===== config.mk =====
export PLATFORM = sky130hd
export DESIGN_NAME = serial_xnor_compare
export DESIGN_NICKNAME = d
export VERILOG_FILES = /design/src/rtl/serial_xnor_compare.sv
export SDC_FILE = /design/constraint.sdc
export NUM_CORES = 1
export LEC_CHECK = 0
export ABC_AREA = 0
export CELL_PAD_IN_SITES_DETAIL_PLACEMENT = 0
export CELL_PAD_IN_SITES_GLOBAL_PLACEMENT = 2
export CORE_ASPECT_RATIO = 0.8
export CORE_MARGIN = 2
export CORE_UTILIZATION = 31
export DETAILED_ROUTE_END_ITERATION = 7
export HOLD_SLACK_MARGIN = 0.1
export PLACE_DENSITY_LB_ADDON = 0.1
export RECOVER_POWER = 50
export SYNTH_ARGS = -nofsm -noshare
export SYNTH_HDL_FRONTEND = slang
export SYNTH_SLANG_ARGS = --single-unit

===== constraint.sdc =====
create_clock -name clk -period 1.65 [get_ports clk]
set_input_delay 0.4125 -clock clk [delete_from_list [all_inputs] [get_ports clk]]
set_output_delay 0.4125 -clock clk [all_outputs]
set_load 0.03 [all_outputs]

===== src/rtl/serial_xnor_compare.sv =====
// Serial word comparator: XNORs two LSB-first bit streams over a WIDTH-bit word
// and reports per-bit matches, match count and whole-word equality.
//
// state | meaning
// IDLE  | waiting for start, results from last word held
// RUN   | accepting bit pairs on bit_valid
// DONE  | word complete, done pulse for one cycle
module serial_xnor_compare #(
  parameter int WIDTH = 8,
  localparam int CW = $clog2(WIDTH + 1)
) (
  input  logic             clk,
  input  logic             rst_n,
  input  logic             start,
  input  logic             bit_valid,
  input  logic             input1,
  input  logic             input2,
  output logic             op,
  output logic             busy,
  output logic             done,
  output logic [WIDTH-1:0] match_vec,
  output logic [CW-1:0]    match_count,
  output logic             equal
);

  localparam int IW = (WIDTH > 1) ? $clog2(WIDTH) : 1;

  localparam logic [1:0] ST_IDLE = 2'd0;
  localparam logic [1:0] ST_RUN  = 2'd1;
  localparam logic [1:0] ST_DONE = 2'd2;

  logic [1:0]    state;
  logic [IW-1:0] idx;
  logic          x;
  logic [CW-1:0] count_nxt;
  logic          last_bit;

  always_comb begin
    x         = ~(input1 ^ input2);
    count_nxt = match_count + CW'(x);
    last_bit  = (idx == IW'(WIDTH - 1));
  end

  always_ff @(posedge clk or negedge rst_n) begin
    if (!rst_n) begin
      state       <= ST_IDLE;
      idx         <= '0;
      op          <= 1'b0;
      busy        <= 1'b0;
      done        <= 1'b0;
      match_vec   <= '0;
      match_count <= '0;
      equal       <= 1'b0;
    end else begin
      case (state)
        ST_RUN: begin
          if (bit_valid) begin
            op             <= x;
            match_vec[idx] <= x;
            match_count    <= count_nxt;
            if (last_bit) begin
              // idx stays at WIDTH-1; only the next start clears it
              state <= ST_DONE;
              busy  <= 1'b0;
              done  <= 1'b1;
              equal <= (count_nxt == CW'(WIDTH));
            end else begin
              idx <= idx + 1'b1;
            end
          end
        end
        ST_IDLE, ST_DONE: begin
          done <= 1'b0;
          if (start) begin
            state       <= ST_RUN;
            busy        <= 1'b1;
            idx         <= '0;
            match_vec   <= '0;
            match_count <= '0;
            equal       <= 1'b0;
          end else begin
            state <= ST_IDLE;
            busy  <= 1'b0;
          end
        end
        default: begin
          state <= ST_IDLE;
          busy  <= 1'b0;
          done  <= 1'b0;
        end
      endcase
    end
  end

endmodule


* Word-level counts from Yosys, hierarchy flattened
Cells that the tools add are included.
** Word-level totals
- Register bits :: 21
- Logic and storage cells :: 59
** Cells by class
- $add $sub $neg :: 2
- Magnitude comparators :: 2
- Eq/ne operators :: 8
- Multiplexer cells :: 28
- Bitwise gates (word level) :: 2
- Reductions and logical operators :: 9
** Operator list (number)
- two-way mux 8 bit :: 2
- one-hot mux 8 bit (2 select lines) :: 1
- two-way mux 1 bit :: 11
- two-way mux 3 bit :: 3
- bitwise mux 8 bit :: 1
- two-way mux 4 bit :: 2
- inequality test 2 bit, second input constant :: 4
- one-hot mux 4 bit (2 select lines) :: 1
- AND reduction 4 bit :: 2
- one-hot mux 3 bit (2 select lines) :: 1
- adder 4 x 1 -> 4 bit :: 1
- equality test 4 bit, second input constant :: 1
- < comparator 3 x 4 -> 1 bit, second input constant :: 1
- two-way mux 2 bit :: 2
- one-hot mux 1 bit (2 select lines) :: 2
- one-hot mux 2 bit (2 select lines) :: 1
- AND reduction 2 bit :: 2
- adder 3 x 1 -> 3 bit, second input constant :: 1
- demux 1 bit (select 3 bit) :: 1
- equality test 3 bit, second input constant :: 1
- greater-or-equal comparator 3 x 1 -> 1 bit, second input constant :: 1
- AND reduction 3 bit :: 1
- equality test 2 x 1 -> 1 bit, second input constant :: 1
- equality test 2 bit, second input constant :: 1
- other kinds (6) :: 6

* Logic depth before layout (Yosys ltp)
Gate-level depths: netlist of run 1.
- Word-level depth :: 7
- Gate-level depth with buffers :: 7
- Mapped depth without buffers :: 7

* Least setup slack after synthesis of run 1
OpenSTA, ideal clock, no wires.
- Path type :: input port to flip-flop
- From :: input port input2
- To :: register equal
- Library setup time :: 0.122 ns
- Data arrival time :: 1.673 ns
- Setup slack :: -0.144 ns
- Cell stages on the path :: 7
- Cells stage by stage :: xor2_1 > inv_1 > ha_1 > ha_1 > xnor2_1 > and4_1 > a32o_1
** On the way
- Cells in the longest elaborated chain, start to end :: 7
** RTL lines
- start: declaration :: line 17 : input logic input2,
- bitwise XOR 1 bit :: line 39 : x = ~(input1 ^ input2);
- NOT 1 bit :: line 39
- named net x :: line 34 : logic x;
- adder 4 x 1 -> 4 bit :: line 40 : count_nxt = match_count + CW'(x);
- equality test 4 bit :: line 66 : equal <= (count_nxt == CW'(WIDTH));
- two-way mux 1 bit :: line 61 : if (last_bit) begin
- two-way mux 1 bit :: line 57 : if (bit_valid) begin
- one-hot mux 1 bit (2 select lines) :: line 55 : case (state)
- end signal: assignment :: line 66
- end: declaration :: line 23 : output logic equal
The timed path passes the listed nets, and every way through them passes these cells. The select of a mux whose other input is x is not followed.
A chain may end at the register's enable or synchronous reset.

* Worst setup path in the final report of run 1
Ends and elaborated chain as after synthesis.

==> impl_metrics.env, run 1 <==
export IMPL_nFillCells=347
export IMPL_fin_skew_ps=7.19
export IMPL_reg2reg_depth=5
export IMPL_io_pins=22
export IMPL_grt_max_degree=20
export IMPL_num_rows=19
export IMPL_synth_xor_area_frac=0.0246
export IMPL_ant_nets=0
export IMPL_start_util=0.318
export IMPL_run_status="complete, no violations"
export IMPL_cts_tree="done"
export IMPL_worst_setup_path_end_kind="flip-flop"
export IMPL_hp_class="reg -> reg"
export IMPL_wire_per_inst_um=13.1
export IMPL_yosys_area_top_type="dfrtp_1"
export IMPL_regToRegEndpoint="equal$_DFFE_PN0P_"
export IMPL_fin_util=0.436
export IMPL_post_place_cells=173
export IMPL_cts_buffers_inserted=3
export IMPL_synth_edff_count=0
export IMPL_period_share=0.982
export IMPL_die_x_um=69.6
export IMPL_synth_simple_gate_area_frac=0.217
export IMPL_post_synth_num_cell_types=31
export IMPL_synth_top_cell_area_share=0.445
export IMPL_layout_nets=147
export IMPL_layoutNonFillerInstCount=178
export IMPL_reg2reg_setup_slack_ps=210
export IMPL_crit_arrival_ps=1770
export IMPL_synthesis_area_um2=1070
export IMPL_worstPathMaxFanout=2
export IMPL_clockBufferDepth=2
export IMPL_die_height_um=56.5
export IMPL_n_antenna_cell=0
export IMPL_ys_ff_latch=19
export IMPL_hold_worst_slack_ps=484
export IMPL_peakVddDrop_mv=0.683
export IMPL_synthCells=102
export IMPL_drt_total_wl_um=2330
export IMPL_synth_compound_area_frac=0.163
export IMPL_synthArstFlopShare=1.00
export IMPL_crit_required_ps=1800
export IMPL_cts_root_buf="clkbuf_8"
export IMPL_synth_top_family_by_area="simple AND/OR/NAND/NOR gates"
export IMPL_core_area_um2=3350
export IMPL_synthMuxAreaShare=0.0188
export IMPL_grt_overflow=0
export IMPL_drv_slew=0
export IMPL_timing_rr_start="match_count[0]$_DFFE_PN0P_"
export IMPL_drtIter0Drc=20
export IMPL_grt_pass1_vias=864
export IMPL_drive_gt1_frac=0.228
export IMPL_synthFlopType="dfrtp_1"
export IMPL_setup_viol=0
export IMPL_critPathKind="in -> reg"
export IMPL_rsz0062_at_grt="false"
export IMPL_p_per_area_nw_per_um2=1690
export IMPL_fmax_mhz=617
export IMPL_multiInputGateArea_um2=546
export IMPL_portBuffers=21
export IMPL_yosysSeqAreaShare=0.445
export IMPL_grt_pass1_wl_um=4230
export IMPL_relSlewSlack=0.674
export IMPL_clkTransAtPathRegs_ps=80
export IMPL_insertion_delay_ps=260
export IMPL_cts_max_level=1
export IMPL_worst_pin_slew_ps=489
export IMPL_hpwlAfterDp_um=1690
export IMPL_die_area_um2=3930
export IMPL_synthAdderAreaFrac=0.0469
export IMPL_viasPerCell=4.80
export IMPL_vias=854
export IMPL_p_total_mw=2.47
export IMPL_p_leak_nw=0.716
export IMPL_postSynthAreaPerCell_um2=10.5
export IMPL_dr_pass1_iters=4
export IMPL_clock_sinks=19
export IMPL_syn_to_final_growth_pct=37.0
export IMPL_startpoint="input2"
export IMPL_worstHoldPathCells=2
export IMPL_postSynthNetCount=112
export IMPL_grt_usage=0.136
export IMPL_ff_latch_area_um2=475
export IMPL_final_min_clock_period_ps=1620
export IMPL_worst_slack_ps=29.8
export IMPL_drc=0
export IMPL_place_gp_congestion=0.775
export IMPL_synth_area_leaders="dfrtp_1, nand2_1, a32o_1"
export IMPL_endpoint="equal$_DFFE_PN0P_"
export IMPL_place_ws_ps=-588
export IMPL_antenna_found_initial=0
export IMPL_maxCapViolations=0
export IMPL_hold_viol=0
export IMPL_ys_warn_count=0
export IMPL_startpoint_type="input port"
## worst min path at each step
| stage | start | slack [ps] | endpoint |
|---|---|---|---|
| finish | op$_DFFE_PN0P_ | 480 | op$_DFFE_PN0P_ |
| global route | match_vec[4]$_DFFE_PN0P_ | 520 | match_vec[4]$_DFFE_PN0P_ |
| CTS | op$_DFFE_PN0P_ | 490 | op$_DFFE_PN0P_ |
| detailed placement | op$_DFFE_PN0P_ | 480 | op$_DFFE_PN0P_ |
| global placement | op$_DFFE_PN0P_ | 470 | op$_DFFE_PN0P_ |
| floorplan | rst_n | 120 | busy$_DFFE_PN0P_ |
## sequential cells by signal, indices dropped and copies added (netlist names)
register,count
equal,1
op,1
done,1
idx,3
busy,1
match_vec,8
match_count,4
## final cells by class
class | instances | area share
multi-input combinational | 67 | 0.373
sequential | 19 | 0.325
timing repair buffer | 38 | 0.214
tap | 42 | 0.0359
clock buffer | 3 | 0.0282
inverter | 8 | 0.0205
clock inverter | 1 | 0.00342
## power by group
group / internal, mW / switching, mW / leakage [nW]
registers: 0.635 / 0.106 / 0.247
logic: 0.581 / 0.818 / 0.443
clock network: 0.168 / 0.158 / 0.0255
## through the flow
| step | TNS [ps] | cell area [um^2] |
|---|---|---|
| final | 0 | 1460 |
| after CTS | 0 | 1450 |
| after global routing | 0 | 1460 |
| after floorplan | 0 | 1100 |
| after global placement | -2360 | 1420 |
| after detailed placement | -2360 | 1420 |
## layer usage
layer,routed length [um],vias up,global-route usage
met4,13,0,0.0168
met2,1050,21,0.206
met5,0,-,0
met3,106,2,0.0431
met1,1160,394,0.196
li1,-,437,-
## layout by cell type, fill, tap and decap left out, drive strengths merged
master and n:
a22o 4, a22oi 4, a31o 1, a32o 5, and2 1, and3 1
and3b 1, and4 1, and4bb 1, buf 15, clkbuf 6, clkdlybuf4s15 2
clkdlybuf4s50 1, clkinv 1, dfrtp 19, dlygate4sd2 15, dlygate4sd3 2, ha 4
inv 8, mux2i 2, nand2 15, nand2b 1, nand3 5, nand3b 5
nor2 1, nor3 1, o21ai 3, o32ai 4, or3 1, or3b 3
xnor2 2, xor2 1
## cell families (layout without fill, tap and decap cells)
family | Yosys count | after routing
xor gates and xnor gates | 3 | 3
adders and majority gates | 4 | 4
DFF | 19 | 19
muxes | 2 | 2
buffers and inverters | 16 | 50
and+or+nand+nor | 37 | 37
AOI/OAI and AO/OA | 21 | 21
## timing repair
action / in CTS / in global routing
endpoints found under the setup margin: 17 / 1
gates resized for setup: 21 / 1
setup buffers: 0 / 1
pin swaps: 0 / 1
hold buffers: 0 / 0
## Yosys cell counts (2+ instances only)
master and count:
a22o_1 4, a22oi_1 4, a32o_1 5, buf_2 3
buf_6 3, dfrtp_1 19, ha_1 4, inv_1 8
mux2i_1 2, nand2_1 15, nand3_1 4, nand3b_1 4
o21ai_1 3, o32ai_1 4, or3b_1 3, xnor2_1 2
## worst max-delay path, stage by stage
cell             delay [ps]
clkdlybuf4s15_2         220
xor2_4                  180
inv_2                    70
ha_4                    170
ha_4                    260
nor2_1                   40
and4_1                  180
a32o_1                  250
No activity file was read; power rests on OpenSTA's default activity.
==> run 2, diff against run 1 <==
CAP_MARGIN = 5   (was default)
==> results of run 2 <==
Final layout, timing and power as in run 1 (identical DEF).
==> run 3, diff against run 2 <==
--- a/config.mk
+++ b/config.mk
@@ -8,2 +8,3 @@
 export ABC_AREA = 0
+export ABC_CLOCK_PERIOD_IN_PS = 1650
 export CAP_MARGIN = 5
--- a/constraint.sdc
+++ b/constraint.sdc
@@ -3,2 +3,2 @@
 set_output_delay 0.4125 -clock clk [all_outputs]
-set_load 0.03 [all_outputs]
+set_load 0.01 [all_outputs]
==> impl_metrics.env, run 3 (synthesis gave the netlist of run 1 again) <==
export IMPL_hold_viol=0
export IMPL_grt_max_degree=20
export IMPL_drive_gt1_frac=0.237
export IMPL_grt_usage=0.135
export IMPL_die_area_um2=3930
export IMPL_top_register="match_vec"
export IMPL_rsz0062_at_grt="false"
export IMPL_final_area_um2=1500
export IMPL_post_place_cells=172
export IMPL_n_antenna_cell=0
export IMPL_num_rows=19
export IMPL_fin_setup_tns_ps=0
export IMPL_worst_pin_slew_ps=514
export IMPL_drc=0
export IMPL_place_ws_ps=-607
export IMPL_critPathBufInv=1
export IMPL_cts_max_level=1
export IMPL_drtIter0Drc=21
export IMPL_fmax_mhz=623
export IMPL_place_area_um2=1420
export IMPL_clock_sinks=19
export IMPL_holdBufCountCts=0
export IMPL_hold_worst_slack_ps=485
export IMPL_worst_setup_path_end_kind="output pin"
export IMPL_critical_path_top_delay_family="buffers and inverters"
export IMPL_wire_per_inst_um=13.7
export IMPL_relSlewSlack=0.657
export IMPL_critPathKind="reg -> out"
export IMPL_crit_slowest_cell="clkdlybuf4s50_1"
export IMPL_final_common_cell="dfrtp_1"
export IMPL_cts_buffers_inserted=3
export IMPL_reg_top3="match_vec (8), match_count (4), idx (3)"
export IMPL_maxCapViolations=0
export IMPL_peakVddDrop_mv=0.739
export IMPL_die_height_um=56.5
export IMPL_syn_to_final_growth_pct=40.7
export IMPL_hp_class="reg -> reg"
export IMPL_grt_pass1_wl_um=4170
export IMPL_p_leak_nw=0.669
export IMPL_setup_viol=0
export IMPL_grt_pass1_vias=858
export IMPL_fin_skew_ps=4.53
export IMPL_final_min_clock_period_ps=1600
export IMPL_clockBufferDepth=2
export IMPL_start_util=0.318
export IMPL_viasPerCell=4.93
export IMPL_layout_nets=150
export IMPL_startpoint_type="flip-flop"
export IMPL_worst_slack_ps=46.1
export IMPL_cts_root_buf="clkbuf_8"
export IMPL_p_per_area_nw_per_um2=1620
export IMPL_worstPathMaxFanout=3
export IMPL_cts_tree="done"
export IMPL_die_x_um=69.6
export IMPL_crit_arrival_ps=1190
export IMPL_antenna_found_initial=0
export IMPL_largest_reg_flops=8
export IMPL_drv_slew=0
export IMPL_final_cell_mix="dfrtp_1, clkdlybuf4s50_1, buf_4"
export IMPL_core_area_um2=3350
export IMPL_hpwlAfterDp_um=1760
export IMPL_io_pins=22
export IMPL_crit_required_ps=1240
export IMPL_drt_total_wl_um=2480
export IMPL_ant_nets=0
export IMPL_clkTransAtPathRegs_ps=70
export IMPL_portBuffers=21
export IMPL_layoutNonFillerInstCount=181
export IMPL_crit_chain="clkdlybuf4s50_1"
export IMPL_insertion_delay_ps=250
export IMPL_place_gp_congestion=0.714
export IMPL_dr_pass1_iters=4
export IMPL_run_status="complete, no violations"
export IMPL_grt_overflow=0
export IMPL_period_share=0.972
export IMPL_max_stage_delay_ps=550
export IMPL_vias=893
==> run 3: power breakdown <==
group          switching (mW)  internal (mW)  leakage, nW  total [mW]
registers               0.106          0.640        0.245       0.745
clock network           0.151          0.172       0.0228       0.323
logic                   0.643          0.716        0.401        1.36
==> run 3: worst paths after layout <==
kind                                            start           endpoint  slack [ps]  depth (start not counted)
min in group asynchronous                       rst_n   done$_DFFE_PN0P_         650                          2
min                                    op$_DFFE_PN0P_     op$_DFFE_PN0P_         480                          2
min reg2reg                            op$_DFFE_PN0P_     op$_DFFE_PN0P_         480                          2
max                        match_count[3]$_DFFE_PN0P_     match_count[3]          50                          1
max reg2reg                match_count[0]$_DFFE_PN0P_  equal$_DFFE_PN0P_         130                          6
max in group asynchronous                       rst_n   busy$_DFFE_PN0P_         620                          2
==> run 3: what timing repair did <==
item / 4_1_cts / 5_1_grt
resized for setup: 8 / 3
buffers inserted: 2 / 3
pin swaps: 1 / 1
cloned: 0 / 0
setup endpoints to repair: 5 / 4
==> run 3: metal layers <==
layer / vias up / track usage / part of all wire
met4: 0 / 0.0252 / 0.0053
met2: 19 / 0.213 / 0.42
met1: 430 / 0.182 / 0.52
li1: 442 / - / -
met5: - / 0 / 0
met3: 2 / 0.0449 / 0.048
==> run 3: per-stage QoR <==
step | utilization | total power, mW
floorplan | - | 1.53
detailed placement | 0.423 | 2.03
global route | 0.448 | 2.62
CTS | 0.442 | 2.40
finish | 0.448 | 2.43
global placement | 0.423 | 2.01
==> run 3: final cells by class <==
cell class	count	area (um^2)
clock buffer	4	45.0
tap	42	52.6
sequential	19	478
multi-input combinational	67	546
inverter	8	30.0
fill	335	1850
timing repair buffer	41	350
